--- src/rtl/lsu_pkg.sv ---
// Shared encodings for the load/store unit: access sizes, FSM states and read-latency limits.
package lsu_pkg;

   localparam logic [1:0] LSU_SIZE_BYTE = 2'b00;
   localparam logic [1:0] LSU_SIZE_HALF = 2'b01;
   localparam logic [1:0] LSU_SIZE_WORD = 2'b10;
   localparam logic [1:0] LSU_SIZE_RSVD = 2'b11;

   localparam int LSU_MAX_READ_LATENCY = 4;

   typedef enum logic [1:0] {
      ST_IDLE  = 2'd0,
      ST_READ  = 2'd1,
      ST_WRITE = 2'd2,
      ST_RESP  = 2'd3
   } lsu_state_e;

endpackage

--- src/rtl/lsu_lane_align.sv ---
// Big-endian lane steering: extracts and extends sub-word loads and merges sub-word
// store data into the aligned word read back from memory.
module lsu_lane_align
   import lsu_pkg::*;
(
   input  logic [31:0] rd_word,
   input  logic [1:0]  offset,
   input  logic [1:0]  size,
   input  logic        is_signed,
   input  logic [31:0] st_data,
   output logic [31:0] load_value,
   output logic [31:0] store_word
);

   logic [4:0]  byte_shift;
   logic [4:0]  half_shift;
   logic [7:0]  byte_lane;
   logic [15:0] half_lane;
   logic [31:0] byte_mask;
   logic [31:0] half_mask;

   always_comb begin
      // Offset 0 is the most significant byte, so the shift is 8*(3-offset).
      byte_shift = {~offset, 3'b000};
      half_shift = offset[1] ? 5'd0 : 5'd16;
      byte_lane  = 8'(rd_word >> byte_shift);
      half_lane  = 16'(rd_word >> half_shift);
      byte_mask  = 32'h0000_00FF << byte_shift;
      half_mask  = 32'h0000_FFFF << half_shift;
      load_value = rd_word;
      store_word = st_data;
      case (size)
         LSU_SIZE_BYTE: begin
            load_value = {{24{is_signed & byte_lane[7]}}, byte_lane};
            store_word = (rd_word & ~byte_mask) | ({24'd0, st_data[7:0]} << byte_shift);
         end
         LSU_SIZE_HALF: begin
            load_value = {{16{is_signed & half_lane[15]}}, half_lane};
            store_word = (rd_word & ~half_mask) | ({16'd0, st_data[15:0]} << half_shift);
         end
         default: ;
      endcase
   end

endmodule

--- src/rtl/load_store_unit.sv ---
// Data-memory initiator: byte/half/word loads and stores, sub-word stores as read-modify-write.
// Optional error counter output errCount enabled by defining LSU_ERR_COUNT_EN.
module load_store_unit
   import lsu_pkg::*;
#(
   parameter int ADDR_WIDTH       = 8,
   parameter int MEM_READ_LATENCY = 1
) (
   input  logic        clk,
   input  logic        rst_n,
   input  logic        reqValid,
   output logic        reqReady,
   input  logic        reqWrite,
   input  logic [1:0]  reqSize,
   input  logic        reqSigned,
   input  logic [31:0] reqAddress,
   input  logic [31:0] reqData,
   output logic        respValid,
   output logic [31:0] respData,
   output logic        respError,
`ifdef LSU_ERR_COUNT_EN
   output logic [15:0] errCount,
`endif
   output logic [31:0] memAddress,
   output logic [31:0] memWriteData,
   output logic        MemRead,
   output logic        MemWrite,
   input  logic [31:0] memReadData
);

   localparam int RD_LAT = (MEM_READ_LATENCY > LSU_MAX_READ_LATENCY) ? LSU_MAX_READ_LATENCY :
                           (MEM_READ_LATENCY < 1) ? 1 : MEM_READ_LATENCY;

   lsu_state_e  state_q, state_d;
   logic        wr_q, wr_d;
   logic [1:0]  size_q, size_d;
   logic        sgn_q, sgn_d;
   logic [1:0]  off_q, off_d;
   logic [31:0] data_q, data_d;
   logic [1:0]  cnt_q, cnt_d;
   logic        mem_read_q, mem_read_d;
   logic        mem_write_q, mem_write_d;
   logic [31:0] mem_addr_q, mem_addr_d;
   logic [31:0] mem_wdata_q, mem_wdata_d;
   logic        resp_valid_q, resp_valid_d;
   logic [31:0] resp_data_q, resp_data_d;
   logic        resp_error_q, resp_error_d;

   logic        req_err;
   logic [31:0] load_value;
   logic [31:0] store_word;

   lsu_lane_align u_align (
      .rd_word    (memReadData),
      .offset     (off_q),
      .size       (size_q),
      .is_signed  (sgn_q),
      .st_data    (data_q),
      .load_value (load_value),
      .store_word (store_word)
   );

   always_comb begin
      req_err = (reqSize == LSU_SIZE_RSVD)
              || (reqSize == LSU_SIZE_HALF && reqAddress[0])
              || (reqSize == LSU_SIZE_WORD && reqAddress[1:0] != 2'b00)
              || ((reqAddress >> ADDR_WIDTH) != 32'd0);
   end

   always_comb begin
      state_d      = state_q;
      wr_d         = wr_q;
      size_d       = size_q;
      sgn_d        = sgn_q;
      off_d        = off_q;
      data_d       = data_q;
      cnt_d        = cnt_q;
      mem_read_d   = 1'b0;
      mem_write_d  = 1'b0;
      mem_addr_d   = mem_addr_q;
      mem_wdata_d  = mem_wdata_q;
      resp_valid_d = 1'b0;
      resp_data_d  = resp_data_q;
      resp_error_d = resp_error_q;
      case (state_q)
         ST_IDLE: begin
            if (reqValid) begin
               wr_d   = reqWrite;
               size_d = reqSize;
               sgn_d  = reqSigned;
               off_d  = reqAddress[1:0];
               data_d = reqData;
               if (req_err) begin
                  state_d      = ST_RESP;
                  resp_valid_d = 1'b1;
                  resp_error_d = 1'b1;
                  resp_data_d  = 32'd0;
               end else if (reqWrite && reqSize == LSU_SIZE_WORD) begin
                  state_d     = ST_WRITE;
                  mem_write_d = 1'b1;
                  mem_addr_d  = {reqAddress[31:2], 2'b00};
                  mem_wdata_d = reqData;
               end else begin
                  state_d    = ST_READ;
                  mem_read_d = 1'b1;
                  mem_addr_d = {reqAddress[31:2], 2'b00};
                  cnt_d      = 2'(RD_LAT - 1);
               end
            end
         end
         ST_READ: begin
            // memReadData is consumed directly at the edge that ends the last read cycle.
            if (cnt_q == 2'd0) begin
               if (wr_q) begin
                  state_d     = ST_WRITE;
                  mem_write_d = 1'b1;
                  mem_wdata_d = store_word;
               end else begin
                  state_d      = ST_RESP;
                  resp_valid_d = 1'b1;
                  resp_error_d = 1'b0;
                  resp_data_d  = load_value;
               end
            end else begin
               cnt_d      = cnt_q - 2'd1;
               mem_read_d = 1'b1;
            end
         end
         ST_WRITE: begin
            state_d      = ST_RESP;
            resp_valid_d = 1'b1;
            resp_error_d = 1'b0;
            resp_data_d  = 32'd0;
         end
         default: state_d = ST_IDLE;
      endcase
   end

   always_ff @(posedge clk) begin
      if (!rst_n) begin
         state_q      <= ST_IDLE;
         wr_q         <= 1'b0;
         size_q       <= LSU_SIZE_BYTE;
         sgn_q        <= 1'b0;
         off_q        <= 2'd0;
         data_q       <= 32'd0;
         cnt_q        <= 2'd0;
         mem_read_q   <= 1'b0;
         mem_write_q  <= 1'b0;
         mem_addr_q   <= 32'd0;
         mem_wdata_q  <= 32'd0;
         resp_valid_q <= 1'b0;
         resp_data_q  <= 32'd0;
         resp_error_q <= 1'b0;
      end else begin
         state_q      <= state_d;
         wr_q         <= wr_d;
         size_q       <= size_d;
         sgn_q        <= sgn_d;
         off_q        <= off_d;
         data_q       <= data_d;
         cnt_q        <= cnt_d;
         mem_read_q   <= mem_read_d;
         mem_write_q  <= mem_write_d;
         mem_addr_q   <= mem_addr_d;
         mem_wdata_q  <= mem_wdata_d;
         resp_valid_q <= resp_valid_d;
         resp_data_q  <= resp_data_d;
         resp_error_q <= resp_error_d;
      end
   end

`ifdef LSU_ERR_COUNT_EN
   logic [15:0] err_cnt_q, err_cnt_d;

   always_comb begin
      err_cnt_d = err_cnt_q;
      if (resp_valid_q && resp_error_q && err_cnt_q != 16'hFFFF)
         err_cnt_d = err_cnt_q + 16'd1;
   end

   always_ff @(posedge clk) begin
      if (!rst_n) err_cnt_q <= 16'd0;
      else        err_cnt_q <= err_cnt_d;
   end

   assign errCount = err_cnt_q;
`endif

   assign reqReady     = rst_n && (state_q == ST_IDLE);
   assign respValid    = resp_valid_q;
   assign respData     = resp_data_q;
   assign respError    = resp_error_q;
   assign memAddress   = mem_addr_q;
   assign memWriteData = mem_wdata_q;
   assign MemRead      = mem_read_q;
   assign MemWrite     = mem_write_q;

endmodule

--- config.mk ---
export PLATFORM = sky130hd
export DESIGN_NAME = load_store_unit
export DESIGN_NICKNAME = d
export VERILOG_FILES = /design/src/rtl/lsu_pkg.sv /design/src/rtl/lsu_lane_align.sv /design/src/rtl/load_store_unit.sv
export SDC_FILE = /design/constraint.sdc
export NUM_CORES = 1
export LEC_CHECK = 0
export ABC_AREA = 1
export CORE_MARGIN = 3
export CORE_UTILIZATION = 52
export DETAILED_ROUTE_END_ITERATION = 8
export GPL_TIMING_DRIVEN = 0
export PLACE_DENSITY = 0.95
export SLEW_MARGIN = 20
export SYNTH_ARGS = -nofsm -noshare
export SYNTH_HDL_FRONTEND = slang
export SYNTH_SLANG_ARGS = --single-unit
export TNS_END_PERCENT = 30
--- constraint.sdc ---
create_clock -name clk -period 5.7 [get_ports clk]
set_input_delay 0.855 -clock clk [delete_from_list [all_inputs] [get_ports clk]]
set_output_delay 0.855 -clock clk [all_outputs]
set_load 0.005 [all_outputs]
==> out/qor.csv <==
metric;value;unit
clk_latency;0.44;ns
avgSynthCellArea;6.44;µm²
diodes;0;
wire_per_inst;17.3;µm
gp_congestion;1.01;
cts_setup_buffers;0;
synthToLayoutAreaGrowth;39.3;%
yosysUniqueCellTypes;35;
synthArstFlopShare;0;%
routed_wl;26400;µm
synth_edf_count;0;
die_y;124;µm
yosysTopAreaCell;dfxtp_1;
worstSetupEndpoint;reqReady;
p_switching;2060;µW
first_pass_iters;6;
grt_pass1_vias;7815;
place_area;0.00944;mm²
cts_buffers;17;
synth_area_leaders;dfxtp_1 39%, nand2_1 13%, nor2_1 12%;
synthesis.instances;1119;
grt_pass1_wl;40000;µm
port_buffers;201;
hold_violations;0;
max_freq;235;MHz
synth_top_area_share;38.9;%
tns;0;ns
worst-path-max-fanout;10;
grt.overflow.total;0;
antenna_found_initial;0;
rsz0062_at_grt;false;
finalPower;4720;µW
required;4.85;ns
tightest_slew;0.728;ns
min_path_type;reg -> reg;
rows;42;
die-area;0.0153;mm²
die_width;124;µm
root_buffer;clkbuf_16;
cts_buffer_depth;2;
switching_share;43.7;%
synth-seq-cells;140;
fill_cells;1047;
synthTopCellsByCount;253 x nand2_1, 224 x nor2_1, 140 x dfxtp_1;
drcViolationCount;0;
path_depth;6;
sequentialPowerShare;29.2;%
viasPerCell;5.56;
status;completed;
track_usage;34.2;%
nets;1449;
finalSetupViolations;0;
start_util;53.8;%
reg2reg_from;state_q[0]$_SDFFE_PN0P_;
cp-start-kind;input pin;
ys_seq_area_share;38.9;%
antenna_left;0;
critPathArrivalTime;3.39;ns
fin_crit;4.25;ns
p_per_area;470;mW/mm²
synth_top_flop_cell;dfxtp_1;
cts.sinks;140;
p_int;2660;µW
finalCritPeriodShare;74.5;%
cp-end-kind;primary output;
cts_resized;0;
cp_num_buf_inv;5;
coreArea;0.0134;mm²
path_clk_slew;0.07;ns
drv_cap;0;
cp-startpoint;rst_n;
p_leak;0.00428;µW
worstPathCellList;clkdlybuf4s50_1 > clkbuf_1 > clkbuf_1 > nand2_1 > inv_1 > clkdlybuf4s50_1;
skew;0.0157;ns
hold_buffers;0;
max_stage_delay;0.66;ns
r2r_cells;11;
slowest_stage;clkdlybuf4s50_1;
vdd_drop_max;0.289;mV
dp_hpwl;19700;µm
grt_max_degree;18;
synth_warnings;0;
clkPwrFrac;23.5;%
io_pins;204;
reg2reg_to;memWriteData[5]$_SDFFE_PN0P_;
cts_tree;yes;
synth.most_common_cell;nand2_1;
critical_path_class;in -> out;
final_layout_size_suffix_gt1_share;5.62;%
pwr-share-comb;47.3;%
drv_slew;0;
final_area;0.0100;mm²
whs;0.468;ns
synth_area;0.00720;mm²
drt_iter0_drc;1073;
regToRegSetupSlack;3.10;ns
relSlewSlack;51.4;%
path_delay_family;buffers and inverters;
vias;8500;
htree_levels;4;
layout make-up:
type | instances | area (µm²) | area share [%]
clock buffer | 17 | 425 | 4.24
inverter | 96 | 360 | 3.59
multi-input combinational | 818 | 3750 | 37.3
timing repair buffer | 201 | 2010 | 20.1
tap | 176 | 220 | 2.19
sequential | 140 | 2800 | 27.9
buffer | 66 | 298 | 2.97
clock inverter | 15 | 169 | 1.68
per-layer routing:
metal  part of all wire, %  GRT usage, %  wire length [µm]
met4                   5.5          17.5              1450
met1                    39          43.9             10200
met2                    45          53.6             11800
met5                     0             0                 0
met3                    11          7.90              2900
metrics by stage:
step                setup WS, ns  instances  utilization [%]
global route                1.44       1529             74.9
detailed placement          1.54       1497             70.4
floorplan                   3.35       1120                -
finish                      1.45       1529             74.9
global placement            1.55       1497             70.4
CTS                         1.54       1529             74.9
power by group through the flow:
stage	Combinational, µW	Sequential, µW	Clock [µW]
after floorplan	1330	1370	0
after global placement	2110	1380	0
after detailed placement	2150	1390	0
after CTS	2180	1370	1100
after global routing	2470	1410	1150
final	2230	1380	1110
how the worst min path moves through the flow:
stage,slack (ns),end,cells after the start,start
CTS,0.47,respData[27]$_SDFFE_PN0P_,2,respData[27]$_SDFFE_PN0P_
global placement,0.45,respData[22]$_SDFFE_PN0P_,2,respData[22]$_SDFFE_PN0P_
detailed placement,0.46,respData[27]$_SDFFE_PN0P_,2,respData[27]$_SDFFE_PN0P_
floorplan,0.45,cnt_q[1]$_SDFFE_PN0P_,2,cnt_q[1]$_SDFFE_PN0P_
finish,0.47,respData[27]$_SDFFE_PN0P_,2,respData[27]$_SDFFE_PN0P_
global route,0.49,memAddress[20]$_SDFFE_PN0P_,1,memAddress[20]$_SDFFE_PN0P_
logic make-up (layout without fill, tap and decap cells):
group	Yosys count	after routing	synth area share [%]
other	1	2	0.0521
muxes	4	4	0.556
buffers and inverters	162	395	9.14
adders and majority gates	6	6	1.04
AOI/OAI and AO/OA	239	239	17.2
and+or+nand+nor	567	567	33.1
DFF	140	140	38.9
worst register-to-register path: cells and delay by family, from the launching register on:
kind | cells | cell delay, ns
AND/OR/NAND/NOR | 6 | 1.25
buffers and inverters | 3 | 0.54
flip-flops | 1 | 0.42
adder cells (fa/ha/maj) | 1 | 0.19
AO/OA/AOI/OAI | 1 | 0.13
placed cells by master, fill, tap and decap left out, types with 17 or more instances in the layout:
cell type        count
nand2_1            253
nor2_1             224
clkdlybuf4s50_1    201
dfxtp_1            140
o21ai_0            114
a21oi_1            100
inv_1               88
clkbuf_1            38
nand3_1             32
nor3b_1             25
clkbuf_16           17
state kept, by name (all words and copies together), names as in the netlist:
register	count
data_q	32
memWriteData	32
respData	32
memAddress	30
cnt_q	2
off_q	2
size_q	2
state_q	2
MemRead	1
MemWrite	1
respError	1
respValid	1
sgn_q	1
wr_q	1
(Power assumes the default switching activity.)
